$ cat src/rtl/mcn_bank_arbiter_if.sv
// mcn_bank_arbiter_if: requester-side and data_mem-side buses of the bank arbiter.
interface mcn_bank_arbiter_if #(
    parameter int NREQ = 4,
    parameter int DW   = 32
);
    logic [NREQ-1:0]    req;
    logic [NREQ-1:0]    rw;
    logic [NREQ*9-1:0]  addr;
    logic [NREQ*DW-1:0] wdata;
    logic [NREQ-1:0]    ack;
    logic [DW-1:0]      rdata;
    logic [2:0]         grant_id;
    logic               busy;
    logic               halt;
    logic               reqMEM;
    logic               rwMEM;
    logic [2:0]         bankSelect;
    logic [5:0]         addrMEM;
    logic [DW-1:0]      doutMEM;
    logic [DW-1:0]      dinMEM;
    logic               ready;
    logic               ackMEM;

    modport slave (
        input  req, rw, addr, wdata, dinMEM, ready, ackMEM,
        output ack, rdata, grant_id, busy, halt, reqMEM, rwMEM, bankSelect, addrMEM, doutMEM
    );

    modport master (
        output req, rw, addr, wdata, dinMEM, ready, ackMEM,
        input  ack, rdata, grant_id, busy, halt, reqMEM, rwMEM, bankSelect, addrMEM, doutMEM
    );
endinterface

$ cat src/rtl/mcn_bank_arbiter.sv
// mcn_bank_arbiter: round-robin sequencer sharing one data_mem port among NREQ requesters.
module mcn_bank_arbiter #(
    parameter int NREQ    = 4,
    parameter int DW      = 32,
    parameter int TIMEOUT = 15
) (
    input logic             clk,
    input logic             reset,
    mcn_bank_arbiter_if.slave bus
);
    typedef enum logic [2:0] {IDLE, ISSUE, WAIT, RESP, HALT} state_t;
    state_t            state, state_d;
    logic [7:0]        cnt, cnt_d, cnt_inc;
    logic [2:0]        ptr, ptr_d, id, id_d, win;
    logic              lrw, lrw_d;
    logic [8:0]        la, la_d;
    logic [DW-1:0]     lwd, lwd_d;
    logic [NREQ-1:0]   ack_d;
    logic [DW-1:0]     rdata_d, dout_d;
    logic [2:0]        grant_d, bank_d;
    logic [5:0]        addr_d;
    logic              busy_d, halt_d, req_mem_d, rw_mem_d, tmo;
    logic [2*NREQ-1:0] dbl;
    logic [3:0]        off, sum;

    // rotate requests so bit 0 is the requester just after ptr, then take the lowest set bit
    always_comb begin
        dbl = {bus.req, bus.req} >> (ptr + 3'd1);
        off = '0;
        for (int k = NREQ - 1; k >= 0; k--)
            if (dbl[k]) off = 4'(k);
        sum = 4'(ptr) + 4'd1 + off;
        win = 3'(sum >= 4'(NREQ) ? sum - 4'(NREQ) : sum);
    end

    assign cnt_inc = cnt + 8'd1;
    assign tmo     = cnt_inc == 8'(TIMEOUT);

    always_comb begin
        state_d   = state;
        cnt_d     = cnt;
        ptr_d     = ptr;
        id_d      = id;
        lrw_d     = lrw;
        la_d      = la;
        lwd_d     = lwd;
        ack_d     = '0;
        rdata_d   = bus.rdata;
        grant_d   = bus.grant_id;
        halt_d    = bus.halt;
        req_mem_d = bus.reqMEM;
        rw_mem_d  = bus.rwMEM;
        bank_d    = bus.bankSelect;
        addr_d    = bus.addrMEM;
        dout_d    = bus.doutMEM;
        case (state)
            IDLE: if (|bus.req) begin
                state_d = ISSUE;
                id_d    = win;
                grant_d = win;
                lrw_d   = bus.rw[win];
                la_d    = bus.addr[9*win +: 9];
                lwd_d   = bus.wdata[DW*win +: DW];
                cnt_d   = '0;
            end
            ISSUE: begin
                cnt_d = cnt_inc;
                if (tmo) begin
                    state_d   = HALT;
                    halt_d    = 1'b1;
                    req_mem_d = 1'b0;
                end else if (bus.ready) begin
                    state_d   = WAIT;
                    req_mem_d = 1'b1;
                    rw_mem_d  = lrw;
                    bank_d    = la[8:6];
                    addr_d    = la[5:0];
                    dout_d    = lwd;
                end
            end
            WAIT: if (bus.ackMEM) begin
                state_d   = RESP;
                req_mem_d = 1'b0;
                ack_d     = NREQ'(1) << id;
                rdata_d   = lrw ? bus.rdata : bus.dinMEM;
            end else begin
                cnt_d = cnt_inc;
                if (tmo) begin
                    state_d   = HALT;
                    halt_d    = 1'b1;
                    req_mem_d = 1'b0;
                end
            end
            RESP: begin
                state_d = IDLE;
                ptr_d   = id;
            end
            default: ;
        endcase
        busy_d = state_d != IDLE;
    end

    always_ff @(posedge clk or negedge reset) begin
        if (!reset) begin
            state          <= IDLE;
            cnt            <= '0;
            ptr            <= 3'(NREQ - 1);
            id             <= '0;
            lrw            <= 1'b0;
            la             <= '0;
            lwd            <= '0;
            bus.ack        <= '0;
            bus.rdata      <= '0;
            bus.grant_id   <= '0;
            bus.busy       <= 1'b0;
            bus.halt       <= 1'b0;
            bus.reqMEM     <= 1'b0;
            bus.rwMEM      <= 1'b0;
            bus.bankSelect <= '0;
            bus.addrMEM    <= '0;
            bus.doutMEM    <= '0;
        end else begin
            state          <= state_d;
            cnt            <= cnt_d;
            ptr            <= ptr_d;
            id             <= id_d;
            lrw            <= lrw_d;
            la             <= la_d;
            lwd            <= lwd_d;
            bus.ack        <= ack_d;
            bus.rdata      <= rdata_d;
            bus.grant_id   <= grant_d;
            bus.busy       <= busy_d;
            bus.halt       <= halt_d;
            bus.reqMEM     <= req_mem_d;
            bus.rwMEM      <= rw_mem_d;
            bus.bankSelect <= bank_d;
            bus.addrMEM    <= addr_d;
            bus.doutMEM    <= dout_d;
        end
    end
endmodule

$ cat src/flat_wrapper.sv
// flat-port wrapper written by rule: the top's interface ports become plain ports
module mcn_bank_arbiter_flat 
#(
    parameter int NREQ    = 4,
    parameter int DW      = 32,
    parameter int TIMEOUT = 15
)
  (clk, reset, bus_req, bus_rw, bus_addr, bus_wdata, bus_dinMEM, bus_ready, bus_ackMEM, bus_ack, bus_rdata, bus_grant_id, bus_busy, bus_halt, bus_reqMEM, bus_rwMEM, bus_bankSelect, bus_addrMEM, bus_doutMEM);
  mcn_bank_arbiter_if #(.NREQ(NREQ), .DW(DW)) bus_i ();
  input logic clk;
  input logic reset;
  input wire logic [$bits(bus_i.req)-1:0] bus_req;
  input wire logic [$bits(bus_i.rw)-1:0] bus_rw;
  input wire logic [$bits(bus_i.addr)-1:0] bus_addr;
  input wire logic [$bits(bus_i.wdata)-1:0] bus_wdata;
  input wire logic [$bits(bus_i.dinMEM)-1:0] bus_dinMEM;
  input wire logic [$bits(bus_i.ready)-1:0] bus_ready;
  input wire logic [$bits(bus_i.ackMEM)-1:0] bus_ackMEM;
  output wire logic [$bits(bus_i.ack)-1:0] bus_ack;
  output wire logic [$bits(bus_i.rdata)-1:0] bus_rdata;
  output wire logic [$bits(bus_i.grant_id)-1:0] bus_grant_id;
  output wire logic [$bits(bus_i.busy)-1:0] bus_busy;
  output wire logic [$bits(bus_i.halt)-1:0] bus_halt;
  output wire logic [$bits(bus_i.reqMEM)-1:0] bus_reqMEM;
  output wire logic [$bits(bus_i.rwMEM)-1:0] bus_rwMEM;
  output wire logic [$bits(bus_i.bankSelect)-1:0] bus_bankSelect;
  output wire logic [$bits(bus_i.addrMEM)-1:0] bus_addrMEM;
  output wire logic [$bits(bus_i.doutMEM)-1:0] bus_doutMEM;
  assign bus_i.req = bus_req;
  assign bus_i.rw = bus_rw;
  assign bus_i.addr = bus_addr;
  assign bus_i.wdata = bus_wdata;
  assign bus_i.dinMEM = bus_dinMEM;
  assign bus_i.ready = bus_ready;
  assign bus_i.ackMEM = bus_ackMEM;
  assign bus_ack = bus_i.ack;
  assign bus_rdata = bus_i.rdata;
  assign bus_grant_id = bus_i.grant_id;
  assign bus_busy = bus_i.busy;
  assign bus_halt = bus_i.halt;
  assign bus_reqMEM = bus_i.reqMEM;
  assign bus_rwMEM = bus_i.rwMEM;
  assign bus_bankSelect = bus_i.bankSelect;
  assign bus_addrMEM = bus_i.addrMEM;
  assign bus_doutMEM = bus_i.doutMEM;
  mcn_bank_arbiter #(.NREQ(NREQ), .DW(DW), .TIMEOUT(TIMEOUT)) u_core (.clk(clk), .reset(reset), .bus(bus_i));
endmodule
$ cat config.mk
export PLATFORM = sky130hd
export DESIGN_NAME = mcn_bank_arbiter_flat
export DESIGN_NICKNAME = d
export VERILOG_FILES = /design/src/rtl/mcn_bank_arbiter_if.sv /design/src/rtl/mcn_bank_arbiter.sv /design/src/flat_wrapper.sv
export SDC_FILE = /design/constraint.sdc
export NUM_CORES = 1
export LEC_CHECK = 0
export CORE_MARGIN = 2
export CORE_UTILIZATION = 43
export CTS_CLUSTER_SIZE = 40
export DETAILED_ROUTE_END_ITERATION = 8
export PLACE_DENSITY = 0.89
export REMOVE_ABC_BUFFERS = 1
export SYNTH_ARGS = -nofsm -noshare
export SYNTH_HDL_FRONTEND = slang
export SYNTH_SLANG_ARGS = --single-unit
$ cat constraint.sdc
create_clock -name clk -period 4.21 [get_ports clk]
set_clock_uncertainty 0.05 [all_clocks]
set_input_delay 0.6315 -clock clk [delete_from_list [all_inputs] [get_ports clk]]
set_output_delay 0.6315 -clock clk [all_outputs]
set_load 0.02 [all_outputs]
==> impl_metrics.py, run 1 <==
metrics = {
    "sta": {
        "final_max_slew_viol_count": 0,
        "fmax_ghz": 0.272,
        "timing.final.ws_setup_ps": 536,
        "worst_pin_slew_ps": 1070,
        "rsz0062_at_grt": "no",
        "whs_ps": 229,
        "hold_viol_final": 0,
        "fin_tns_setup_ps": 0,
        "finalCriticalPeriod_ps": 3670,
        "fin_crit_sh_pct": 87.3,
        "slew_headroom_pct": 28.4,
        "setup_viol": 0,
    },
    "yosys": {
        "ys_seq_elements": 140,
        "ys.flop_type": "dfrtp_1",
        "syn_area_sq_mm": 0.00687,
        "async_reset_ff_share_pct": 100,
        "synth_cells": 459,
        "synth_cell_types": 51,
        "yosysMostFrequentCell": "dfrtp_1",
        "yosys_warnings": 0,
        "seq_area_frac_synth_pct": 51.0,
        "synthTopCellsByArea": "dfrtp_1 50%, mux4_2 14%, mux2_4 8.7%",
        "synth.top_cell.area_share_pct": 50.2,
        "avgSynthCellArea_sq_um": 15.0,
        "synth_area_leader_cell": "dfrtp_1",
        "synth_commonest_cells": "138 x dfrtp_1, 42 x mux4_2, 41 x a22o_1",
        "synth-edff-count": 0,
    },
    "critical_path": {
        "cp.required_ps": 4510,
        "rrSetupSlack_ps": 540,
        "reg2reg_depth": 11,
        "critPathLaunchType": "flop",
        "crit_path_max_fanout": 42,
        "timing.rr.end": "u_core.lwd[23]$_DFFE_PN0P_",
        "path_class": "flop to flop",
        "cp-end-kind": "flop",
        "r2r-start": "u_core.ptr[0]$_DFFE_PN1N_",
        "arrival_ps": 3970,
    },
    "global_route": {
        "grt_pass1_vias": 5463,
        "grt_usage_pct": 22.6,
        "grt_start_max_net_pins": 95,
        "antenna_found_initial": 0,
        "grt_first_pass_wirelength_um": 28900,
        "grt_overflow": 0,
    },
    "pwr": {
        "p_per_area_mw_per_mm2": 847,
        "p_int_mw": 5.61,
        "swShare_pct": 36.8,
        "p_leak_nw": 4.44,
        "ir_drop_v": 0.000450,
        "pwr-share-clk_pct": 16.5,
        "p_sw_mw": 3.26,
        "p_comb_share_pct": 55.7,
        "finalPower_mw": 8.87,
        "power_frac_seq_pct": 27.8,
    },
    "layout": {
        "nFillCells": 1111,
        "stdcell_area_sq_mm": 0.0105,
        "final_util_pct": 66.4,
        "multi_input_area_sq_mm": 0.00311,
        "stdcell_count": 972,
        "area_delta_synth_final_pct": 52.4,
        "diodes": 0,
        "drive_above_1_share_pct": 22.9,
        "nets": 957,
        "regArea_sq_mm": 0.00351,
    },
    "cts": {
        "cts_inserted_buffers": 17,
        "cts_tree": "yes",
        "clk_pin_slew_ps": 60,
        "holdBufCountCts": 0,
        "clk_path_buf_depth": 2,
        "post_cts_resized": 0,
        "htreeDepth": 4,
        "clock-sinks": 140,
        "ctsRootBufferMaster": "clkbuf_16",
        "post_cts_buffers": 0,
        "insertion_delay_ps": 420,
    },
    "placed_design": {
        "placement.setup.worst_slack_ps": 418,
        "dp_hpwl_um": 14500,
        "dpl.cell_count": 940,
        "placed_area_sq_mm": 0.00990,
        "globalplace.congestion": 0.850,
        "port_buffers": 291,
    },
    "detailed_routing": {
        "firstDrtPassIters": 4,
        "wl_um": 19300,
        "first_iter_violations": 233,
        "avgRoutedWirePerCell_um": 19.9,
        "ant_nets": 0,
        "vias_per_cell": 5.28,
        "vias": 5135,
        "route.detailed.drc": 0,
    },
    "floorplanning": {
        "start_util_pct": 43.6,
        "num_rows": 46,
        "die_height_um": 130,
        "dieArea_sq_mm": 0.0170,
        "ios": 292,
        "die_w_um": 130,
        "coreArea_sq_mm": 0.0158,
    },
    "run": {
        "drv_cap": 0,
    },
    "run_status": {
        "outcome": "completed",
    },
    "hold_path": {
        "hold_path_class": "input pin to async pin",
    },
}
-- critical path, stage by stage, from the launching register on --
cell and delay [ps]:
dfstp_2 630, ha_1 190, xnor2_1 130, and3_1 230, or4_1 500, o22a_1 250
inv_1 70, ha_1 220, a21oi_1 160, nor3b_1 100, nor2_4 810, a22o_1 250
-- metal layers --
metal	vias to the layer above	routed length [um]	GRT usage, %
met1	2558	7390	26.4
li1	2310	-	-
met3	31	1300	5.42
met5	-	0	0
met4	0	445	9.51
met2	236	10200	40.2
-- registers in the layout, indices dropped and copies added (netlist names), 3 cells and up --
name	flops
u_core.ptr	3
u_core.lwd	32
u_core.bus.doutMEM	32
u_core.bus.bankSelect	3
u_core.bus.rdata	32
u_core.la	9
u_core.cnt	8
u_core.bus.grant_id	3
u_core.bus.ack	4
u_core.state	3
u_core.bus.addrMEM	6
-- cell type report --
cell class	instances	share of cell area (%)
clock buffer	17	4.06
tap	216	2.58
timing repair buffer	298	28.4
sequential	140	33.5
inverter	9	0.322
clock inverter	15	1.47
multi-input combinational	277	29.7
-- how the worst max path moves through the flow --
stage	start	to	slack [ps]	cells after the start
2_1_floorplan	u_core.ptr[0]$_DFFE_PN1N_	u_core.lrw$_DFFE_PN0P_	130	9
3_3_place_gp	bus_req[0]	u_core.lwd[28]$_DFFE_PN0P_	530	10
3_5_place_dp	bus_req[0]	u_core.lwd[29]$_DFFE_PN0P_	420	10
4_1_cts	u_core.ptr[0]$_DFFE_PN1N_	u_core.lwd[29]$_DFFE_PN0P_	570	11
5_1_grt	u_core.ptr[0]$_DFFE_PN1N_	u_core.lwd[15]$_DFFE_PN0P_	290	11
6_report	u_core.ptr[0]$_DFFE_PN1N_	u_core.lwd[23]$_DFFE_PN0P_	540	11
-- cell usage in the layout, fill, tap and decap left out, drive strengths merged, types with 3 or more instances in the layout --
cell type | Yosys | layout
clkdlybuf4s50 | 0 | 290
dfrtp | 138 | 138
mux2 | 77 | 77
mux4 | 42 | 42
a22o | 41 | 41
o21ai | 19 | 19
inv | 9 | 18
clkbuf | 9 | 17
nand2 | 16 | 16
nor2 | 10 | 10
a21oi | 8 | 8
buf | 24 | 8
nand2b | 6 | 6
nand3 | 5 | 5
a21o | 5 | 5
ha | 5 | 5
xnor2 | 4 | 4
nand3b | 4 | 4
and3 | 4 | 4
and2 | 4 | 4
clkinv | 0 | 3
-- kinds of logic (layout without fill, tap and decap cells) --
group | Yosys count | count (layout) | share of synthesized area, %
simple gates | 61 | 61 | 5.12
xor+xnor | 6 | 6 | 0.765
compound gates | 83 | 83 | 8.92
fa+ha+maj | 6 | 6 | 1.20
flops | 140 | 140 | 51.0
mux | 121 | 121 | 28.9
buf+inv | 42 | 339 | 4.13
-- power groups by stage --
stage / clock [mW] / combinational (mW) / sequential (mW)
global placement: 0 / 4.82 / 2.40
floorplan: 0 / 2.91 / 2.80
CTS: 1.49 / 5.02 / 2.46
finish: 1.46 / 4.95 / 2.46
detailed placement: 0 / 5.01 / 2.45
global route: 1.55 / 5.29 / 2.54
Power figures use the tool's default switching activity.
==> run 2, diff against run 1 <==
--- a/config.mk
+++ b/config.mk
@@ -6,10 +6,10 @@
 export NUM_CORES = 1
 export LEC_CHECK = 0
 export CORE_MARGIN = 2
-export CORE_UTILIZATION = 43
+export CORE_UTILIZATION = 25
 export CTS_CLUSTER_SIZE = 40
 export DETAILED_ROUTE_END_ITERATION = 8
-export PLACE_DENSITY = 0.89
+export PLACE_DENSITY = 0.6
 export REMOVE_ABC_BUFFERS = 1
 export SYNTH_ARGS = -nofsm -noshare
 export SYNTH_HDL_FRONTEND = slang
==> impl_metrics.py, run 2 (synthesis gave the netlist of run 1 again) <==
metrics = {
    "placed_design": {
        "dp_hpwl_um": 13200,
        "placed_area_sq_mm": 0.0101,
        "globalplace.congestion": 0.732,
        "port_buffers": 291,
    },
    "critical_path": {
        "crit_top_cell": "ha_1",
        "crit_path_top_delay_cell": "nor2_4",
        "cp.required_ps": 4510,
        "arrival_ps": 3910,
        "crit_path_max_fanout": 42,
        "critPathLaunchType": "flop",
        "path_class": "flop to flop",
        "crit_path_cell_trace": "ha_1 > xnor2_1 > and3_1 > or4_1 > o22a_1 > inv_1 > ha_1 > a21oi_1 > nor3b_1 > nor2_4 > a22o_1",
        "max_stage_delay_ps": 860,
        "cp-end-kind": "flop",
    },
    "sta": {
        "fin_tns_setup_ps": 0,
        "worst_pin_slew_ps": 1150,
        "hold_viol_final": 0,
        "rsz0062_at_grt": "no",
        "final_max_slew_viol_count": 0,
        "slew_headroom_pct": 22.9,
        "fmax_ghz": 0.277,
        "fin_crit_sh_pct": 85.9,
        "finalCriticalPeriod_ps": 3620,
        "setup_viol": 0,
    },
    "detailed_routing": {
        "first_iter_violations": 195,
        "vias": 4966,
        "ant_nets": 0,
        "wl_um": 18200,
        "vias_per_cell": 4.54,
        "route.detailed.drc": 0,
        "firstDrtPassIters": 4,
        "avgRoutedWirePerCell_um": 16.6,
    },
    "pwr": {
        "finalPower_mw": 8.95,
        "ir_drop_v": 0.000501,
        "p_per_area_mw_per_mm2": 839,
        "p_leak_nw": 4.43,
    },
    "cts": {
        "post_cts_resized": 0,
        "cts_inserted_buffers": 17,
        "post_cts_buffers": 0,
        "insertion_delay_ps": 410,
        "clk_pin_slew_ps": 60,
        "ctsRootBufferMaster": "clkbuf_16",
        "clk_path_buf_depth": 2,
        "clock-sinks": 140,
        "cts_tree": "yes",
        "holdBufCountCts": 0,
        "htreeDepth": 4,
    },
    "floorplanning": {
        "coreArea_sq_mm": 0.0270,
        "num_rows": 60,
        "die_height_um": 170,
        "dieArea_sq_mm": 0.0288,
        "start_util_pct": 25.5,
        "die_w_um": 170,
        "ios": 292,
    },
    "hold_path": {
        "hold_path_class": "input pin to async pin",
    },
    "global_route": {
        "grt_pass1_vias": 5246,
        "grt_first_pass_wirelength_um": 28900,
        "antenna_found_initial": 1,
        "grt_usage_pct": 12.9,
        "grt_start_max_net_pins": 72,
        "grt_overflow": 0,
    },
    "layout": {
        "stdcell_area_sq_mm": 0.0107,
        "regArea_sq_mm": 0.00351,
        "area_delta_synth_final_pct": 55.2,
        "multi_input_area_sq_mm": 0.00311,
        "drive_above_1_share_pct": 22.5,
        "diodes": 0,
        "reg_top3": "u_core.bus.doutMEM (32), u_core.bus.rdata (32), u_core.lwd (32)",
        "nets": 956,
        "nFillCells": 2564,
        "layout_commonest_cell": "clkdlybuf4s50_1",
        "layout_common_cells": "290 x clkdlybuf4s50_1, 138 x dfrtp_1, 42 x mux4_2",
    },
    "run_status": {
        "outcome": "completed",
    },
    "run": {
        "drv_cap": 0,
    },
}
[run 2: area by class of cell]
type	instances	area share, %
timing repair buffer	297	28.2
multi-input combinational	277	29.2
clock inverter	12	1.29
inverter	9	0.317
clock buffer	19	4.15
tap	341	4.00
sequential	140	32.9
[run 2: routing by layer]
metal  GRT usage [%]  vias up  share of wire (%)
li1                -     2310                  -
met4            3.34        2               0.83
met5               0        -              0.071
met1            15.7     2432                 42
met2            21.6      213                 48
met3            4.97        9                8.8
[run 2: path summary, 6_finish.rpt]
path / cells past startpoint / from / endpoint / slack, ps
worst max register to register: 11 / u_core.ptr[0]$_DFFE_PN1N_ / u_core.lwd[31]$_DFFE_PN0P_ / 590
max in group asynchronous: 2 / reset / u_core.lwd[24]$_DFFE_PN0P_ / 3110
worst min-delay path: 1 / reset / u_core.bus.rdata[8]$_DFFE_PN0P_ / 150
worst max-delay path: 11 / u_core.ptr[0]$_DFFE_PN1N_ / u_core.lwd[31]$_DFFE_PN0P_ / 590
min in group clk: 1 / u_core.bus.halt$_DFFE_PN0P_ / u_core.bus.halt$_DFFE_PN0P_ / 420
worst min register to register: 1 / u_core.bus.halt$_DFFE_PN0P_ / u_core.bus.halt$_DFFE_PN0P_ / 420
[run 2: where the power goes]
| part | internal, mW | total [mW] | switching, mW |
|---|---|---|---|
| Combinational | 2.87 | 5.04 | 2.17 |
| Sequential | 1.99 | 2.41 | 0.421 |
| Clock | 0.890 | 1.49 | 0.605 |
[run 2: per-stage QoR]
step | hold slack (ps) | cells | setup slack [ps] | util [%]
final | 153 | 1095 | 595 | 39.6
after floorplan | 286 | 426 | 126 | -
after global placement | 398 | 1064 | 396 | 37.4
after detailed placement | 408 | 1064 | 344 | 37.4
after global routing | 210 | 1095 | 340 | 39.6
after CTS | 191 | 1095 | 538 | 39.6
[run 2: worst max-delay path: cells and delay by family, from the launching register on]
kind	cells	cell delay, ps
AO/OA/AOI/OAI	3	610
XOR/XNOR	1	110
adder cells (fa/ha/maj)	2	390
buffers and inverters	1	70
flip-flops	1	620
AND/OR/NAND/NOR	4	1670
==> run 3, diff against run 2 <==
--- a/config.mk
+++ b/config.mk
@@ -7,7 +7,6 @@
 export LEC_CHECK = 0
 export CORE_MARGIN = 2
 export CORE_UTILIZATION = 25
-export CTS_CLUSTER_SIZE = 40
 export DETAILED_ROUTE_END_ITERATION = 8
 export PLACE_DENSITY = 0.6
 export REMOVE_ABC_BUFFERS = 1
==> results of run 3 <==
The final DEF is identical to that of run 2; final timing and power are the same.
